<file path="src/rtl/riscv_pkg.sv">
// Shared types and constants for the pipeline hazard unit.
package riscv_pkg;

    typedef enum logic [1:0] {
        INIT     = 2'd0,
        RUN      = 2'd1,
        MEM_WAIT = 2'd2
    } hazard_state_t;

    localparam logic [1:0] FWD_RF  = 2'b00;
    localparam logic [1:0] FWD_WB  = 2'b01;
    localparam logic [1:0] FWD_MEM = 2'b10;

endpackage

</file>
<file path="src/rtl/hazard_if.sv">
// Pipeline-to-hazard-unit signal bundle. The performance counters exist only
// when HAZARD_PERF_EN is defined.
interface hazard_if #(
    parameter int REG_W = 5
`ifdef HAZARD_PERF_EN
    ,
    parameter int CNT_W = 32
`endif
);

    logic [REG_W-1:0] Rs1D;
    logic [REG_W-1:0] Rs2D;
    logic [REG_W-1:0] Rs1E;
    logic [REG_W-1:0] Rs2E;
    logic [REG_W-1:0] RdE;
    logic [REG_W-1:0] RdM;
    logic [REG_W-1:0] RdW;
    logic             RegWriteM;
    logic             RegWriteW;
    logic             LoadE;
    logic             PCSrcE;
    logic             MemReqM;
    logic             MemReadyM;

    logic [1:0]       ForwardAE;
    logic [1:0]       ForwardBE;
    logic             StallF;
    logic             StallD;
    logic             StallE;
    logic             StallM;
    logic             StallW;
    logic             FlushD;
    logic             FlushE;
`ifdef HAZARD_PERF_EN
    logic [CNT_W-1:0] StallCount;
    logic [CNT_W-1:0] FlushCount;
`endif

    // Pipeline side: drives register indices and stage status.
    modport master (
        output Rs1D, Rs2D, Rs1E, Rs2E, RdE, RdM, RdW,
        output RegWriteM, RegWriteW, LoadE, PCSrcE, MemReqM, MemReadyM,
        input  ForwardAE, ForwardBE,
        input  StallF, StallD, StallE, StallM, StallW, FlushD, FlushE
`ifdef HAZARD_PERF_EN
        ,
        input  StallCount, FlushCount
`endif
    );

    // Hazard unit side.
    modport slave (
        input  Rs1D, Rs2D, Rs1E, Rs2E, RdE, RdM, RdW,
        input  RegWriteM, RegWriteW, LoadE, PCSrcE, MemReqM, MemReadyM,
        output ForwardAE, ForwardBE,
        output StallF, StallD, StallE, StallM, StallW, FlushD, FlushE
`ifdef HAZARD_PERF_EN
        ,
        output StallCount, FlushCount
`endif
    );

endinterface

</file>
<file path="src/rtl/hazard_forward.sv">
// Operand forwarding select for one ALU source operand.
module hazard_forward
    import riscv_pkg::*;
#(
    parameter int REG_W = 5
) (
    input  logic [REG_W-1:0] rs,
    input  logic [REG_W-1:0] rd_m,
    input  logic [REG_W-1:0] rd_w,
    input  logic             reg_write_m,
    input  logic             reg_write_w,
    output logic [1:0]       fwd
);

    // M holds the newer result, so it wins over W; x0 is never forwarded.
    always_comb begin
        fwd = FWD_RF;
        if (reg_write_m && (rd_m != '0) && (rd_m == rs)) begin
            fwd = FWD_MEM;
        end else if (reg_write_w && (rd_w != '0) && (rd_w == rs)) begin
            fwd = FWD_WB;
        end
    end

endmodule

</file>
<file path="src/rtl/hazard_unit.sv">
// Pipeline hazard unit: forwarding, load-use stall, branch flush and
// memory-wait freeze. Optional saturating stall/flush performance counters
// are built when HAZARD_PERF_EN is defined.
//
// state    | meaning
// INIT     | first cycle after reset: flush D/E, hold fetch
// RUN      | normal operation, load-use stall and branch flush
// MEM_WAIT | data memory busy: whole pipeline frozen, no flushes
module hazard_unit
    import riscv_pkg::*;
#(
    parameter int REG_W = 5,
    parameter int CNT_W = 32
) (
    input logic   clk,
    input logic   reset_n,
    hazard_if.slave hz
);

    hazard_state_t state;
    hazard_state_t state_cur;
    hazard_state_t state_nxt;

    logic       lw_stall;
    logic       mem_stall;
    logic [1:0] fwd_a;
    logic [1:0] fwd_b;

    logic stall_f, stall_d, stall_e, stall_m, stall_w;
    logic flush_d, flush_e;

    hazard_forward #(.REG_W(REG_W)) u_fwd_a (
        .rs          (hz.Rs1E),
        .rd_m        (hz.RdM),
        .rd_w        (hz.RdW),
        .reg_write_m (hz.RegWriteM),
        .reg_write_w (hz.RegWriteW),
        .fwd         (fwd_a)
    );

    hazard_forward #(.REG_W(REG_W)) u_fwd_b (
        .rs          (hz.Rs2E),
        .rd_m        (hz.RdM),
        .rd_w        (hz.RdW),
        .reg_write_m (hz.RegWriteM),
        .reg_write_w (hz.RegWriteW),
        .fwd         (fwd_b)
    );

    // The reset cycle already behaves as INIT, before the register catches up.
    assign state_cur = reset_n ? state : INIT;

    assign lw_stall  = hz.LoadE && (hz.RdE != '0) &&
                       ((hz.RdE == hz.Rs1D) || (hz.RdE == hz.Rs2D));
    assign mem_stall = hz.MemReqM && !hz.MemReadyM;

    // State register with synchronous reset.
    always_ff @(posedge clk) begin
        if (!reset_n) begin
            state <= INIT;
        end else begin
            state <= state_nxt;
        end
    end

    // Next state and Mealy outputs. Inputs are held while frozen, so a
    // branch or load-use seen during a wait is applied once, on release.
    always_comb begin
        state_nxt = state_cur;
        stall_f   = 1'b0;
        stall_d   = 1'b0;
        stall_e   = 1'b0;
        stall_m   = 1'b0;
        stall_w   = 1'b0;
        flush_d   = 1'b0;
        flush_e   = 1'b0;
        case (state_cur)
            INIT: begin
                stall_f   = 1'b1;
                flush_d   = 1'b1;
                flush_e   = 1'b1;
                state_nxt = RUN;
            end
            RUN, MEM_WAIT: begin
                if ((state_cur == RUN && mem_stall) ||
                    (state_cur == MEM_WAIT && !hz.MemReadyM)) begin
                    stall_f   = 1'b1;
                    stall_d   = 1'b1;
                    stall_e   = 1'b1;
                    stall_m   = 1'b1;
                    stall_w   = 1'b1;
                    state_nxt = MEM_WAIT;
                end else begin
                    stall_f   = lw_stall;
                    stall_d   = lw_stall;
                    flush_d   = hz.PCSrcE;
                    flush_e   = lw_stall || hz.PCSrcE;
                    state_nxt = RUN;
                end
            end
            default: begin
                state_nxt = INIT;
            end
        endcase
    end

    assign hz.ForwardAE = (state_cur == INIT) ? FWD_RF : fwd_a;
    assign hz.ForwardBE = (state_cur == INIT) ? FWD_RF : fwd_b;
    assign hz.StallF    = stall_f;
    assign hz.StallD    = stall_d;
    assign hz.StallE    = stall_e;
    assign hz.StallM    = stall_m;
    assign hz.StallW    = stall_w;
    assign hz.FlushD    = flush_d;
    assign hz.FlushE    = flush_e;

`ifdef HAZARD_PERF_EN
    logic [CNT_W-1:0] stall_count;
    logic [CNT_W-1:0] flush_count;

    // Saturating event counters; they stick at all-ones rather than wrap.
    always_ff @(posedge clk) begin
        if (!reset_n) begin
            stall_count <= '0;
            flush_count <= '0;
        end else begin
            if (stall_d && (stall_count != '1)) begin
                stall_count <= stall_count + 1'b1;
            end
            if (flush_e && (flush_count != '1)) begin
                flush_count <= flush_count + 1'b1;
            end
        end
    end

    assign hz.StallCount = stall_count;
    assign hz.FlushCount = flush_count;
`else
    // Counter width is only meaningful with the counters built; keep it sane.
    if (CNT_W < 1) begin : g_cnt_w_invalid
    end
`endif

endmodule

</file>
<file path="src/flat_wrapper.sv">
// flat-port wrapper written by rule: the top's interface ports become plain ports
module hazard_unit_flat import riscv_pkg::*;
#(
    parameter int REG_W = 5,
    parameter int CNT_W = 32
)
  (clk, reset_n, hz_Rs1D, hz_Rs2D, hz_Rs1E, hz_Rs2E, hz_RdE, hz_RdM, hz_RdW, hz_RegWriteM, hz_RegWriteW, hz_LoadE, hz_PCSrcE, hz_MemReqM, hz_MemReadyM, hz_ForwardAE, hz_ForwardBE, hz_StallF, hz_StallD, hz_StallE, hz_StallM, hz_StallW, hz_FlushD, hz_FlushE);
  hazard_if #(.REG_W(REG_W)) hz_i ();
  input logic clk;
  input logic reset_n;
  input wire logic [$bits(hz_i.Rs1D)-1:0] hz_Rs1D;
  input wire logic [$bits(hz_i.Rs2D)-1:0] hz_Rs2D;
  input wire logic [$bits(hz_i.Rs1E)-1:0] hz_Rs1E;
  input wire logic [$bits(hz_i.Rs2E)-1:0] hz_Rs2E;
  input wire logic [$bits(hz_i.RdE)-1:0] hz_RdE;
  input wire logic [$bits(hz_i.RdM)-1:0] hz_RdM;
  input wire logic [$bits(hz_i.RdW)-1:0] hz_RdW;
  input wire logic [$bits(hz_i.RegWriteM)-1:0] hz_RegWriteM;
  input wire logic [$bits(hz_i.RegWriteW)-1:0] hz_RegWriteW;
  input wire logic [$bits(hz_i.LoadE)-1:0] hz_LoadE;
  input wire logic [$bits(hz_i.PCSrcE)-1:0] hz_PCSrcE;
  input wire logic [$bits(hz_i.MemReqM)-1:0] hz_MemReqM;
  input wire logic [$bits(hz_i.MemReadyM)-1:0] hz_MemReadyM;
  output wire logic [$bits(hz_i.ForwardAE)-1:0] hz_ForwardAE;
  output wire logic [$bits(hz_i.ForwardBE)-1:0] hz_ForwardBE;
  output wire logic [$bits(hz_i.StallF)-1:0] hz_StallF;
  output wire logic [$bits(hz_i.StallD)-1:0] hz_StallD;
  output wire logic [$bits(hz_i.StallE)-1:0] hz_StallE;
  output wire logic [$bits(hz_i.StallM)-1:0] hz_StallM;
  output wire logic [$bits(hz_i.StallW)-1:0] hz_StallW;
  output wire logic [$bits(hz_i.FlushD)-1:0] hz_FlushD;
  output wire logic [$bits(hz_i.FlushE)-1:0] hz_FlushE;
  assign hz_i.Rs1D = hz_Rs1D;
  assign hz_i.Rs2D = hz_Rs2D;
  assign hz_i.Rs1E = hz_Rs1E;
  assign hz_i.Rs2E = hz_Rs2E;
  assign hz_i.RdE = hz_RdE;
  assign hz_i.RdM = hz_RdM;
  assign hz_i.RdW = hz_RdW;
  assign hz_i.RegWriteM = hz_RegWriteM;
  assign hz_i.RegWriteW = hz_RegWriteW;
  assign hz_i.LoadE = hz_LoadE;
  assign hz_i.PCSrcE = hz_PCSrcE;
  assign hz_i.MemReqM = hz_MemReqM;
  assign hz_i.MemReadyM = hz_MemReadyM;
  assign hz_ForwardAE = hz_i.ForwardAE;
  assign hz_ForwardBE = hz_i.ForwardBE;
  assign hz_StallF = hz_i.StallF;
  assign hz_StallD = hz_i.StallD;
  assign hz_StallE = hz_i.StallE;
  assign hz_StallM = hz_i.StallM;
  assign hz_StallW = hz_i.StallW;
  assign hz_FlushD = hz_i.FlushD;
  assign hz_FlushE = hz_i.FlushE;
  hazard_unit #(.REG_W(REG_W), .CNT_W(CNT_W)) u_core (.clk(clk), .reset_n(reset_n), .hz(hz_i));
endmodule
</file>
<file path="config.mk">
export PLATFORM = sky130hd
export DESIGN_NAME = hazard_unit_flat
export DESIGN_NICKNAME = d
export VERILOG_FILES = /design/src/rtl/riscv_pkg.sv /design/src/rtl/hazard_if.sv /design/src/rtl/hazard_forward.sv /design/src/rtl/hazard_unit.sv /design/src/flat_wrapper.sv
export SDC_FILE = /design/constraint.sdc
export NUM_CORES = 1
export LEC_CHECK = 0
export BUFFER_PORTS_ARGS = -buffer_cell sky130_fd_sc_hd__clkbuf_2
export CORE_MARGIN = 3
export CORE_UTILIZATION = 33
export DETAILED_ROUTE_END_ITERATION = 8
export PLACE_DENSITY = 0.71
export SYNTH_ARGS = -nofsm -noshare
export SYNTH_HDL_FRONTEND = slang
export SYNTH_SLANG_ARGS = --single-unit
</file>
<file path="constraint.sdc">
create_clock -name clk -period 2.35 [get_ports clk]
set_input_delay 0.3525 -clock clk [delete_from_list [all_inputs] [get_ports clk]]
set_output_delay 0.3525 -clock clk [all_outputs]
set_load 0.02 [all_outputs]
</file>
# --- After elaboration in Yosys (flattened, before gate mapping) ---
# Cells that the tools add are included.
classes:
  eq_ne: 8
  mux: 18
  n_reduce_logical: 20
ops:
  columns: ["operator", "n"]
  rows:
  - ["$eq A5 B5 Y1", 6]
  - ["$reduce_bool A5 Y1", 3]
  - ["$mux W2", 6]
  - ["$logic_and A1 B1 Y1", 11]
  - ["$mux W1", 8]
  - ["$pmux W1 S2", 3]
  - ["$pmux W2 S2", 1]
  - ["$logic_or A1 B1 Y1", 3]
  - ["$eq A2 B1 Y1 const B", 1]
  - ["$eq A2 B2 Y1 const B", 1]
  - ["$logic_not A2 Y1", 1]
  - ["$reduce_or A2 Y1", 1]
  - ["$logic_not A1 Y1", 1]
totals:
  regBits: 2
  input_bits: 43
  out_inout_bits: 11
  word_cells: 47

# --- Logic depth before layout (Yosys ltp) ---
depth:
  depth_word: 6
  depth_mapped: 8
  depth_no_buf: 7

# --- Cells and area by module ---
# Synthesis repeated with hierarchy kept, for this count alone.
unflattened:
  cells_unflattened: 88
  hier_area_um2: 674.4
by_module_without_submodules:
  columns: ["module", "instances", "cells_per_inst", "area_per_inst_um2", "seq_area_each_um2"]
  rows:
  - ["hazard_unit", 1, 48, 371.6, 40.0]
  - ["hazard_forward", 2, 20, 151.4, 0.0]

# --- Worst setup path before layout ---
# Ideal clock, no wire load.
synth_timing:
  kind: "in2out"
  startpoint: "input port reset_n"
  endpoint: "output port hz_FlushE"
  arrival_time_ps: 1845
  path_slack_ps: 152
  path_stages: 6
  path_buffers: 0
  path_cell_list: "nand2_1 ha_1 nor2b_1 o21ai_0 o21ai_0 o21bai_1"
synth_via:
  elab_chain_len: 6
  word_cells_on_any_way: 10
  classes_between: "eq/ne (2); mux (3); reduce/logical (5)"
synth_rtl:
  columns: ["item", "line_no", "rtl"]
  rows:
  - ["from (decl)", "flat_wrapper.sv:10", "input logic reset_n;"]
  - ["$mux W2 *", "hazard_unit.sv:51", "assign state_cur = reset_n ? state : INIT;"]
  - ["$eq A2 B1 Y1 or $eq A2 B2 Y1 (tied branches)", "hazard_unit.sv:77, hazard_unit.sv:85, hazard_unit.sv:86", null]
  - ["$logic_and A1 B1 Y1, on equally long branches", "hazard_unit.sv:85, hazard_unit.sv:86", null]
  - ["$logic_or A1 B1 Y1", "hazard_unit.sv:85", "if ((state_cur == RUN && mem_stall) ||"]
  - ["$mux W1", "hazard_unit.sv:85", null]
  - ["$pmux W1 S2 *", "hazard_unit.sv:77", "case (state_cur)"]
  - ["to (decl)", "flat_wrapper.sv:32", "output wire logic [$bits(hz_i.FlushE)-1:0] hz_FlushE;"]
# Mark *: on every way between the ends. The rest lies on a longest branch, timed or not.

# --- Worst setup path in the final report ---
layout_timing:
  startpoint: "register u_core.state[1]"
  endpoint: "output port hz_ForwardBE[0]"
layout_via:
  elab_chain_len: 3
layout_rtl:
  columns: ["item", "line_no", "rtl"]
  rows:
  - ["from (decl)", "hazard_unit.sv:20", "hazard_state_t state;"]
  - ["from (signal assigned)", "hazard_unit.sv:62", "state <= state_nxt;"]
  - ["$mux W2", "hazard_unit.sv:51", null]
  - ["$logic_not A2 Y1", "hazard_unit.sv:108", "assign hz.ForwardBE = (state_cur == INIT) ? FWD_RF : fwd_b;"]
  - ["$mux W2", "hazard_unit.sv:108", null]
  - ["to (decl)", "flat_wrapper.sv:25", "output wire logic [$bits(hz_i.ForwardBE)-1:0] hz_ForwardBE;"]
# Every way passes these cells.

==> flow_metrics.tcl <==
set metrics [dict create \
    status "complete, no violations" \
    clock_path_buffers 2 \
    drc 0 \
    wirelength_mm 1.776 \
    grt_max_degree 5 \
    clock-sinks 2 \
    synth_mux_area_frac 0 \
    cts.reportedPaths.clkPinSlew_ns 0.03 \
    fin_crit_sh 0.9343 \
    via_per_inst 4.577 \
    place_ws_ns 0.1357 \
    crit_type "flop to primary output" \
    seq_area_um2 40.04 \
    grt_pass1_vias 669 \
    htreeDepth 1 \
    cts_hold_buf 0 \
    port_buffers 53 \
    die_h_um 49.67 \
    wl_per_cell_um 10.90 \
    post_cts_buffers 0 \
    fin_tns_setup_ns 0 \
    p_leak_uw 0.0004870 \
    ys_warn_count 0 \
    relSlewSlack 0.7728 \
    start_kind "flop" \
    setup_viol 0 \
    synth_top_family_by_area "XOR/XNOR gates" \
    hp-class "primary input to flop" \
    dpl.hpwl_mm 1.670 \
    cts_tree "built" \
    num-nets-final 187 \
    powerDensity_nw_per_um2 259.3 \
    worstMarginPinSlew_ns 0.3377 \
    fin_cells 163 \
    critPathArrivalTime_ns 1.84 \
    largestRegisters "u_core.state x2" \
    skew_ns 0.0003418 \
    fmax_ghz 0.4555 \
    clock_latency_ns 0.22 \
    ant_nets 0 \
    multi_input_area_um2 564.3 \
    layout-drive-gt1-share 0.4493 \
    required_ns 2.00 \
    avgSynthCellArea_um2 7.583 \
    cts_resized 0 \
    area_growth_syn_to_layout_pct 50.70 \
    finalMaxSlewViolations 0 \
    design_area_um2 948.4 \
    largest_reg_flops 2 \
    path_cells "nand2_2, ha_2, nor2b_1, o21ai_1, or4_1, nor4_2, clkbuf_2" \
    synth-adder-area-share 0.07952 \
    finalWorstSetupSlack_ns 0.1544 \
    synth_area_um2 629.4 \
    ios 54 \
    drtIter0Drc 10 \
    globalplace.congestion 0.9183 \
    die_x_um 49.67 \
    die-area_um2 2467 \
    firstDrtPassIters 4 \
    synth_cells 83 \
    start_util 0.3567 \
    grt_antenna_before_repair 0 \
    fillerInstances 187 \
    hold_violations 0 \
    grt_usage 0.1450 \
    peakVddDrop_v 0.0002319 \
    gr-total-overflow 0 \
    syn_nets 130 \
    rsz0062_at_grt "no" \
    slowest_delay_ns 0.53 \
    drv_cap 0 \
    n_antenna_cell 0 \
    synth_simple_gate_area_share 0.2763 \
    grt_pass1_wl_mm 2.773 \
    ys_ff_latch 2 \
    top_register "u_core.state" \
    core_region_area_um2 1764 \
    cp_max_fo 3 \
    rows 15 \
    num_vias 746 \
    endpoint_kind "primary output" \
    period_minus_slack_ns 2.196 \
    seq_area_frac_synth 0.06362 \
    dp.cells 160 \
    synthXorXnorAreaFrac 0.4175 \
    clock-root-buffer "clkbuf_4" \
    placed_area_um2 918.4 \
    synth_compound_area_frac 0.1153 \
    yosysUniqueCellTypes 25 \
    cts_made_buffers 3 \
    slowest_stage "or4_1" \
]
-- layer usage --
layer	routed length, um	vias up	track usage
li1	-	401	-
met1	776	333	0.1894
met2	954	12	0.2357
met3	44	0	0.02417
met4	0	0	0.05530
met5	0	-	0
-- report_power, final --
part	switching (uW)	internal (uW)
Sequential	0.287	35.6
Combinational	68.7	66.5
Clock	18.6	56.3
Total	87.6	158
-- cells in the mapped netlist --
master    instances  share of area
a21boi_0          1          0.012
nand2b_1          2          0.020
buf_4             2          0.024
nor2b_1           2          0.020
nor3_1            4          0.032
o21ai_1           1         0.0079
or4_1             5          0.060
o21bai_1          1          0.012
dfxtp_1           2          0.064
o21ai_2           1          0.014
nor2_1            3          0.018
xor2_1           20           0.28
nor4_2            2          0.040
nand3_1           2          0.016
o221ai_1          1          0.014
nand2_1           7          0.042
inv_1             4          0.024
nor4_1            2          0.020
o21a_1            1          0.012
ha_1              4          0.080
xnor2_1          10           0.14
a22oi_1           1          0.012
and3_1            1         0.0099
a21oi_1           1         0.0079
o21ai_0           3          0.024
-- layout by cell type, fill, tap and decap left out --
| cell | count |
|---|---|
| clkbuf_4 | 3 |
| o21ai_2 | 1 |
| a21oi_1 | 1 |
| buf_4 | 2 |
| a22oi_1 | 1 |
| ha_2 | 1 |
| o221ai_1 | 1 |
| o21bai_1 | 1 |
| o21a_1 | 1 |
| nor4_2 | 2 |
| nand2b_1 | 2 |
| o21ai_0 | 3 |
| xnor2_1 | 10 |
| nor2_1 | 3 |
| nand2_1 | 6 |
| xor2_1 | 20 |
| nor2b_1 | 2 |
| inv_1 | 4 |
| a21boi_0 | 1 |
| clkbuf_2 | 52 |
| o21ai_1 | 1 |
| and3_1 | 1 |
| ha_1 | 3 |
| nor3_1 | 4 |
| dfxtp_1 | 2 |
| or4_1 | 5 |
| nor4_1 | 2 |
| nand2_2 | 1 |
| nand3_1 | 2 |
-- cell type report --
| class | instances | share of cell area |
|---|---|---|
| repair buffers | 54 | 0.2902 |
| inverters | 4 | 0.01583 |
| flip-flops and latches | 2 | 0.04222 |
| well taps | 25 | 0.03298 |
| clock buffers | 3 | 0.02375 |
| multi-input cells | 75 | 0.5950 |
-- per-stage QoR --
stage,total power (uW),hold WS [ns],util
after floorplan,104.9,0.5050,-
after global placement,169.7,0.6313,0.5206
after detailed placement,171.6,0.6380,0.5206
after CTS,252.4,0.3999,0.5333
after global routing,266.2,0.4386,0.5376
final,246.0,0.4140,0.5376
-- kinds of logic after synthesis --
group | Yosys count
AOI/OAI and AO/OA | 11
xor gates and xnor gates | 30
adders and majority gates | 4
buffers and inverters | 6
DFF | 2
and+or+nand+nor | 30
-- worst paths after layout --
path | start | end | slack, ns | depth (start not counted)
worst max-delay path | u_core.state[1]$_SDFF_PN0_ | hz_ForwardBE[0] | 0.15 | 7
worst min register to register | u_core.state[1]$_SDFF_PN0_ | u_core.state[1]$_SDFF_PN0_ | 0.74 | 3
worst min-delay path | reset_n | u_core.state[0]$_SDFF_PN0_ | 0.41 | 2
worst max register to register | u_core.state[0]$_SDFF_PN0_ | u_core.state[0]$_SDFF_PN0_ | 1.08 | 5
-- worst max-delay path: cells and delay by family, from the launching register on --
family | cells | cell delay, ns
AOI/OAI and AO/OA | 1 | 0.07
DFF | 1 | 0.31
buffers and inverters | 1 | 0.20
and+or+nand+nor | 4 | 0.85
adders and majority gates | 1 | 0.19
Power figures use the tool's default switching activity.
